File: src/rtl/conn_pkg.sv
// Shared connection-table definitions: entry layout, error codes, reader FSM states.
package conn_pkg;

  localparam int ENTRY_W = 145;
  localparam int ID_W    = 8;

  localparam int MAC_SRC_HI  = 144;
  localparam int MAC_SRC_LO  = 121;
  localparam int MAC_DST_HI  = 120;
  localparam int MAC_DST_LO  = 97;
  localparam int IP_SRC_HI   = 96;
  localparam int IP_SRC_LO   = 65;
  localparam int IP_DST_HI   = 64;
  localparam int IP_DST_LO   = 33;
  localparam int PORT_SRC_HI = 32;
  localparam int PORT_SRC_LO = 17;
  localparam int PORT_DST_HI = 16;
  localparam int PORT_DST_LO = 1;
  localparam int VALID_BIT   = 0;

  localparam logic [7:0] ERR_OK      = 8'h00;
  localparam logic [7:0] ERR_INVALID = 8'h04;
  localparam logic [7:0] ERR_RANGE   = 8'h05;

  typedef enum logic [2:0] {
    ST_IDLE  = 3'd0,
    ST_RANGE = 3'd1,
    ST_WAIT  = 3'd2,
    ST_CHECK = 3'd3,
    ST_RESP  = 3'd4
  } conn_state_t;

  typedef struct packed {
    logic [23:0] mac_src;
    logic [23:0] mac_dst;
    logic [31:0] ip_src;
    logic [31:0] ip_dst;
    logic [15:0] port_src;
    logic [15:0] port_dst;
  } conn_tuple_t;

  // Unpack the stored tuple fields of a RAM word (valid bit excluded).
  function automatic conn_tuple_t entry_tuple(input logic [ENTRY_W-1:0] entry);
    conn_tuple_t t;
    t.mac_src  = entry[MAC_SRC_HI:MAC_SRC_LO];
    t.mac_dst  = entry[MAC_DST_HI:MAC_DST_LO];
    t.ip_src   = entry[IP_SRC_HI:IP_SRC_LO];
    t.ip_dst   = entry[IP_DST_HI:IP_DST_LO];
    t.port_src = entry[PORT_SRC_HI:PORT_SRC_LO];
    t.port_dst = entry[PORT_DST_HI:PORT_DST_LO];
    return t;
  endfunction

endpackage

File: src/rtl/conn_entry_cache.sv
// Single-entry last-ID cache: tag/tuple register with lookup, load and invalidate.
module conn_entry_cache
  import conn_pkg::*;
(
  input  logic            clk,
  input  logic            rst_n,
  input  logic [ID_W-1:0] lookup_id,
  output logic            hit,
  output conn_tuple_t     hit_tuple,
  input  logic            load,
  input  logic [ID_W-1:0] load_id,
  input  conn_tuple_t     load_tuple,
  input  logic            inv,
  input  logic [ID_W-1:0] inv_id
);

  logic            vld_q;
  logic [ID_W-1:0] tag_q;
  conn_tuple_t     data_q;

  // Entry valid: a load (re)arms it, a write/delete of the cached ID drops it.
  always_ff @(posedge clk or negedge rst_n) begin
    if (!rst_n) begin
      vld_q <= 1'b0;
    end else if (load) begin
      vld_q <= 1'b1;
    end else if (inv && (inv_id == tag_q)) begin
      vld_q <= 1'b0;
    end
  end

  // Tag and tuple storage; contents only matter while vld_q is set.
  always_ff @(posedge clk) begin
    if (load) begin
      tag_q  <= load_id;
      data_q <= load_tuple;
    end
  end

  assign hit       = vld_q && (tag_q == lookup_id);
  assign hit_tuple = data_q;

endmodule

File: src/rtl/conn_table_reader.sv
// TX-side connection table reader: maps a connection ID to its stored tuple,
// fronted by a one-entry cache kept coherent with searcher write/delete events.
module conn_table_reader
  import conn_pkg::*;
#(
  parameter int MAX_CONN   = 128,
  parameter int RD_LATENCY = 2
) (
  input  logic               cr_clk,
  input  logic               cr_rst,
  input  logic               cr_req_valid,
  output logic               cr_req_ready,
  input  logic [ID_W-1:0]    cr_id_in,
  input  logic               cr_inv,
  input  logic [ID_W-1:0]    cr_inv_id,
  output logic [ID_W-1:0]    cr_ram_addr,
  input  logic [ENTRY_W-1:0] cr_ram_q,
  output logic               cr_done,
  output logic [7:0]         cr_error,
  output logic [23:0]        cr_mac_src,
  output logic [23:0]        cr_mac_dst,
  output logic [31:0]        cr_ip_src,
  output logic [31:0]        cr_ip_dst,
  output logic [15:0]        cr_port_src,
  output logic [15:0]        cr_port_dst
);

  localparam logic [1:0] WAIT_LOAD = 2'(RD_LATENCY - 1);

  conn_state_t     state_q, state_d;
  logic [ID_W-1:0] id_q, id_d;
  logic [ID_W-1:0] addr_q, addr_d;
  logic [1:0]      cnt_q, cnt_d;
  logic [7:0]      err_q, err_d;
  conn_tuple_t     tup_q, tup_d;
  logic            inv_pend_q, inv_pend_d;
  logic            rdy_q;
  logic            cache_hit, cache_load;
  conn_tuple_t     cache_tuple, ram_tuple;
  logic            inv_cur, id_oor;

  // A write/delete of the ID currently being served.
  assign inv_cur   = cr_inv && (cr_inv_id == id_q);
  assign id_oor    = {{(32-ID_W){1'b0}}, id_q} >= 32'(MAX_CONN);
  assign ram_tuple = entry_tuple(cr_ram_q);

  conn_entry_cache u_cache (
    .clk        (cr_clk),
    .rst_n      (cr_rst),
    .lookup_id  (id_q),
    .hit        (cache_hit),
    .hit_tuple  (cache_tuple),
    .load       (cache_load),
    .load_id    (id_q),
    .load_tuple (ram_tuple),
    .inv        (cr_inv),
    .inv_id     (cr_inv_id)
  );

  // Lookup sequencing: range check, cache probe, RAM read wait, result capture.
  always_comb begin
    state_d    = state_q;
    id_d       = id_q;
    addr_d     = addr_q;
    cnt_d      = cnt_q;
    err_d      = err_q;
    tup_d      = tup_q;
    inv_pend_d = inv_pend_q;
    cache_load = 1'b0;
    unique case (state_q)
      ST_IDLE: begin
        if (cr_req_valid && rdy_q) begin
          id_d    = cr_id_in;
          state_d = ST_RANGE;
        end
      end
      ST_RANGE: begin
        if (id_oor) begin
          err_d   = ERR_RANGE;
          tup_d   = '0;
          state_d = ST_RESP;
        end else if (cache_hit && !inv_cur) begin
          // A same-cycle invalidate means the cached copy may be stale.
          err_d   = ERR_OK;
          tup_d   = cache_tuple;
          state_d = ST_RESP;
        end else begin
          addr_d     = id_q;
          cnt_d      = WAIT_LOAD;
          inv_pend_d = 1'b0;
          state_d    = ST_WAIT;
        end
      end
      ST_WAIT: begin
        if (inv_cur) inv_pend_d = 1'b1;
        if (cnt_q == 2'd0) state_d = ST_CHECK;
        else               cnt_d   = cnt_q - 2'd1;
      end
      ST_CHECK: begin
        if (cr_ram_q[VALID_BIT]) begin
          err_d      = ERR_OK;
          tup_d      = ram_tuple;
          // Data read while the entry was being rewritten is returned but not cached.
          cache_load = !inv_pend_q && !inv_cur;
        end else begin
          err_d = ERR_INVALID;
          tup_d = '0;
        end
        state_d = ST_RESP;
      end
      ST_RESP: state_d = ST_IDLE;
      default: state_d = ST_IDLE;
    endcase
  end

  // State, request context and held result registers.
  always_ff @(posedge cr_clk or negedge cr_rst) begin
    if (!cr_rst) begin
      state_q    <= ST_IDLE;
      id_q       <= '0;
      addr_q     <= '0;
      cnt_q      <= '0;
      err_q      <= ERR_OK;
      tup_q      <= '0;
      inv_pend_q <= 1'b0;
      rdy_q      <= 1'b0;
    end else begin
      state_q    <= state_d;
      id_q       <= id_d;
      addr_q     <= addr_d;
      cnt_q      <= cnt_d;
      err_q      <= err_d;
      tup_q      <= tup_d;
      inv_pend_q <= inv_pend_d;
      rdy_q      <= (state_d == ST_IDLE);
    end
  end

  assign cr_req_ready = rdy_q;
  assign cr_done      = (state_q == ST_RESP);
  assign cr_ram_addr  = addr_q;
  assign cr_error     = err_q;
  assign cr_mac_src   = tup_q.mac_src;
  assign cr_mac_dst   = tup_q.mac_dst;
  assign cr_ip_src    = tup_q.ip_src;
  assign cr_ip_dst    = tup_q.ip_dst;
  assign cr_port_src  = tup_q.port_src;
  assign cr_port_dst  = tup_q.port_dst;

endmodule
File: config.mk
export PLATFORM = sky130hd
export DESIGN_NAME = conn_table_reader
export DESIGN_NICKNAME = d
export VERILOG_FILES = /design/src/rtl/conn_pkg.sv /design/src/rtl/conn_entry_cache.sv /design/src/rtl/conn_table_reader.sv
export SDC_FILE = /design/constraint.sdc
export NUM_CORES = 1
export LEC_CHECK = 0
export ABC_AREA = 1
export BUFFER_PORTS_ARGS = -buffer_cell sky130_fd_sc_hd__buf_2
export CORE_UTILIZATION = 57
export CTS_CLUSTER_SIZE = 25
export DETAILED_ROUTE_END_ITERATION = 10
export HOLD_SLACK_MARGIN = 0.06
export PLACE_DENSITY = 0.85
export SLEW_MARGIN = 40
export SYNTH_ARGS = -nofsm -noshare
export SYNTH_HDL_FRONTEND = slang
export SYNTH_SLANG_ARGS = --single-unit
File: constraint.sdc
create_clock -name cr_clk -period 7.86 [get_ports cr_clk]
set_clock_uncertainty 0.2 [all_clocks]
set_input_delay 0.393 -clock cr_clk [delete_from_list [all_inputs] [get_ports cr_clk]]
set_output_delay 0.393 -clock cr_clk [all_outputs]
set_load 0.01 [all_outputs]
==> metrics.txt <==
EDFF count, synth=152; post-route clock period utilization=48.2%; number of storage elements in the synthesis netlist=322; static power due to leakage=8.67 nW; FF+latch area=0.00882 sq mm; Area growth, synth to finish=33.3%; final weighted congestion in routability-driven placement=slightly below 0.9; Slew HR=between 40% and 50%; fraction of final layout cells with drive strength greater than 1=24.8%; count of endpoints failing setup in the final report=0; peak supply drop=0.282 mV; slowest cell delay on critical path=740 ps; share of synthesized flip-flops with an asynchronous set or reset=52.8%; worst-case hold path end point=u_cache.vld_q; top-area cell type share of the netlist area=34.5%; standard-cell rows=55; final hold violation count=0; grt ovf=0; # placed instances=1,704; first-pass GRT wire length=61,800 um; vias in the first global route=about 12,000; transition at the pin with the smallest max-transition slack=857 ps; fin nets=roughly 1,800; Clock Tree Root=clkbuf_16; DRC violation count after routing=0; maximum number of buffers from clock root to sink=3; met2 wire len=20,100 um; detailed-route vias per instance=5.89; global-route usage over all layers=33.6%; distinct cell type count of the synthesized netlist=34; Warnings, synthesis=0; power density relative to cell area=347 mW/mm^2; Non-Filler Cell Area, Final=0.0176 sq mm; total met3 wirelength after detailed routing=around 3600 um; total wirelength of the detailed-routed design=40,000 um; initial antenna violation count=3; half-perimeter wire length after placement=20,200 um; number of routed nets with antenna violations=0; library cell with the largest summed area after synthesis=edfxtp_1; most instantiated cells after synthesis=nand2_1, dfrtp_1, edfxtp_1, a22o_1, nand3_1; die width=between 150 and 200 um; status=finished, final reports clean; area of the mapped netlist=0.0132 sq mm; worst flop-to-flop path endpoint=u_cache.hit_tuple[128]; Max Cap Violations=0; most repeated library cell on the critical path=nand3_1; Setup TNS Final=0 ps; RSZ-0062 raised after global routing=no; starting density of the core=around three fifths; Final Critical Period=3790 ps; sequential share of the synthesized area=between 60 and 70%; number of post-CTS setup repair buffers=0; critical path buffer and inverter count=4; wire length per cell after detailed routing=approximately 21 um; launching point of the worst reg2reg path=state_q[0]; Clock Latency Late Sink=500 ps; area of placed instances=0.0149 sq mm; first drt pass iteration count=5; WHS=approximately 100 ps; classification of the worst setup path=flop to flop; min-delay worst type=input port to flop; number of top-level pins=327; Slew Viols, Final=0; total power=a little over 0.006 W; type of element launching the critical path=flop; critical path data required time=7790 ps; commonest register cell after synthesis=dfrtp_1; Mapped Avg Cell Area=~11 sq um; via count=11,300; Finished Layout Cells=1,925; worst endpoint data arrival time=3720 ps; largest cells by area after synthesis=edfxtp_1, dfrtp_1, nand2_1, a22o_1, nand3_1; Iter 0 DRT Violations=992; fmax=roughly 0.26 GHz; critical path's top delay family=buffers and inverters; filler instances=~1,300; category of the worst setup path capture point=flop; TritonCTS clock tree=yes; Multi-input gate area=0.00385 sq mm; Max Fanout on Critical Path=96; routed metal-1 wire length=14,300 um; highest layer used for signal routing=met4; Slowest-stage cell, CP=buf_4; dominant cell by count in the synthesized netlist=nand2_1; # clock sinks=322; cts bufs inserted=35; core area=0.0227 sq mm; Reg2Reg Depth=7; Hold Crit Start=cr_inv_id[0]; count of H-tree levels built during CTS=2; Reg2Reg Setup Slack=around 4000 ps; Clk pin slew, worst setup/hold paths=around 60 ps; Total Die Area=roughly 0.024 sq mm; Port Buffer Count=320; hold-critical path depth=5; pin count of the biggest net entering global routing=101; critical path cell sequence=inv_1, nor2_4, nand3_1, inv_6, nand3_1, inv_8, buf_4; height of the die=154 um; Synth Instances=1,172
[worst max path at each step]
stage | from | endpoint | slack, ps | depth (start not counted)
finish | state_q[0] | u_cache.hit_tuple[128] | 4070 | 7
global route | state_q[0] | u_cache.hit_tuple[21] | 3910 | 7
CTS | state_q[0] | u_cache.hit_tuple[21] | 4100 | 7
detailed placement | state_q[2] | u_cache.hit_tuple[21] | 4120 | 6
global placement | cr_inv_id[3] | cr_ip_src[30] | 3860 | 14
floorplan | state_q[2] | u_cache.hit_tuple[0] | 2940 | 7
[metrics by stage]
step	utilization [%]	setup WS, ps
2_1_floorplan	-	2940
3_3_place_gp	65.3	3860
3_5_place_dp	65.5	4120
4_1_cts	77.5	4100
5_1_grt	77.7	3910
6_report	77.7	4070
[cell usage in the layout (no fill, tap or decap), types with 2 or more instances in the layout]
master,n
o22ai_1,2
o21ai_0,14
dlygate4sd3_1,154
nor2_2,2
clkbuf_1,8
bufinv_16,3
diode_2,3
nand2_1,364
buf_6,2
inv_2,2
conb_1,6
clkinv_2,3
clkbuf_8,7
buf_4,6
clkbuf_16,37
nor2_1,20
dfrtp_1,170
inv_6,3
edfxtp_1,152
nand3_2,11
a21oi_1,9
inv_1,32
nand3_1,140
buf_2,319
clkinv_1,3
a22o_1,144
xor2_1,4
[cells by family (layout without fill, tap and decap cells)]
logic type | Yosys count | in the layout | synth area share [%]
flip-flops | 322 | 322 | 66.7
AND/OR/NAND/NOR | 548 | 548 | 17.7
AO/OA/AOI/OAI | 172 | 172 | 10.7
other | 1 | 9 | 0.0283
XOR/XNOR | 4 | 4 | 0.265
buffers and inverters | 124 | 584 | 4.56
adder cells (fa/ha/maj) | 1 | 1 | 0.0946
[timing repair]
item                      in CTS  in global routing
resized for setup              0                  0
hold endpoints to repair     288                  0
hold buffers                 154                  0
[worst min-delay path, cell delays in order]
cell,delay [ps]
buf_2,110
a211oi_1,90
nand2_1,70
nand2_1,50
nand2_1,50
[power by group]
group | switching, W | internal (W) | leakage, nW | total [W]
Sequential | 0.000234 | 0.00214 | 3.60 | 0.00237
Combinational | 0.00135 | 0.000691 | 4.49 | 0.00205
Clock | 0.000672 | 0.00103 | 0.579 | 0.00170
[sequential cells by signal, summed over array words and instances (netlist names), 8 cells and up]
| name | cells |
|---|---|
| u_cache.tag_q | 8 |
| u_cache.hit_tuple | 144 |
| cr_port_src | 16 |
| cr_ip_dst | 32 |
| cr_ram_addr | 8 |
| id_q | 8 |
| cr_ip_src | 32 |
| cr_mac_src | 24 |
| cr_mac_dst | 24 |
| cr_port_dst | 16 |
[layer usage]
layer,track usage (%),vias to the layer above
li1,-,4962
met1,39.7,5472
met2,57.8,753
met3,7.65,158
met4,17.2,0
met5,0,-
[layout make-up]
type                    instances  area share [%]
well taps                     285            2.02
flip-flops and latches        322            50.0
clock inverters                11           0.752
multi-input cells             731            21.8
clock buffers                  52            5.97
inverters                      37           0.887
diodes                          3          0.0426
repair buffers                484            18.5
Power figures use the tool's default switching activity.
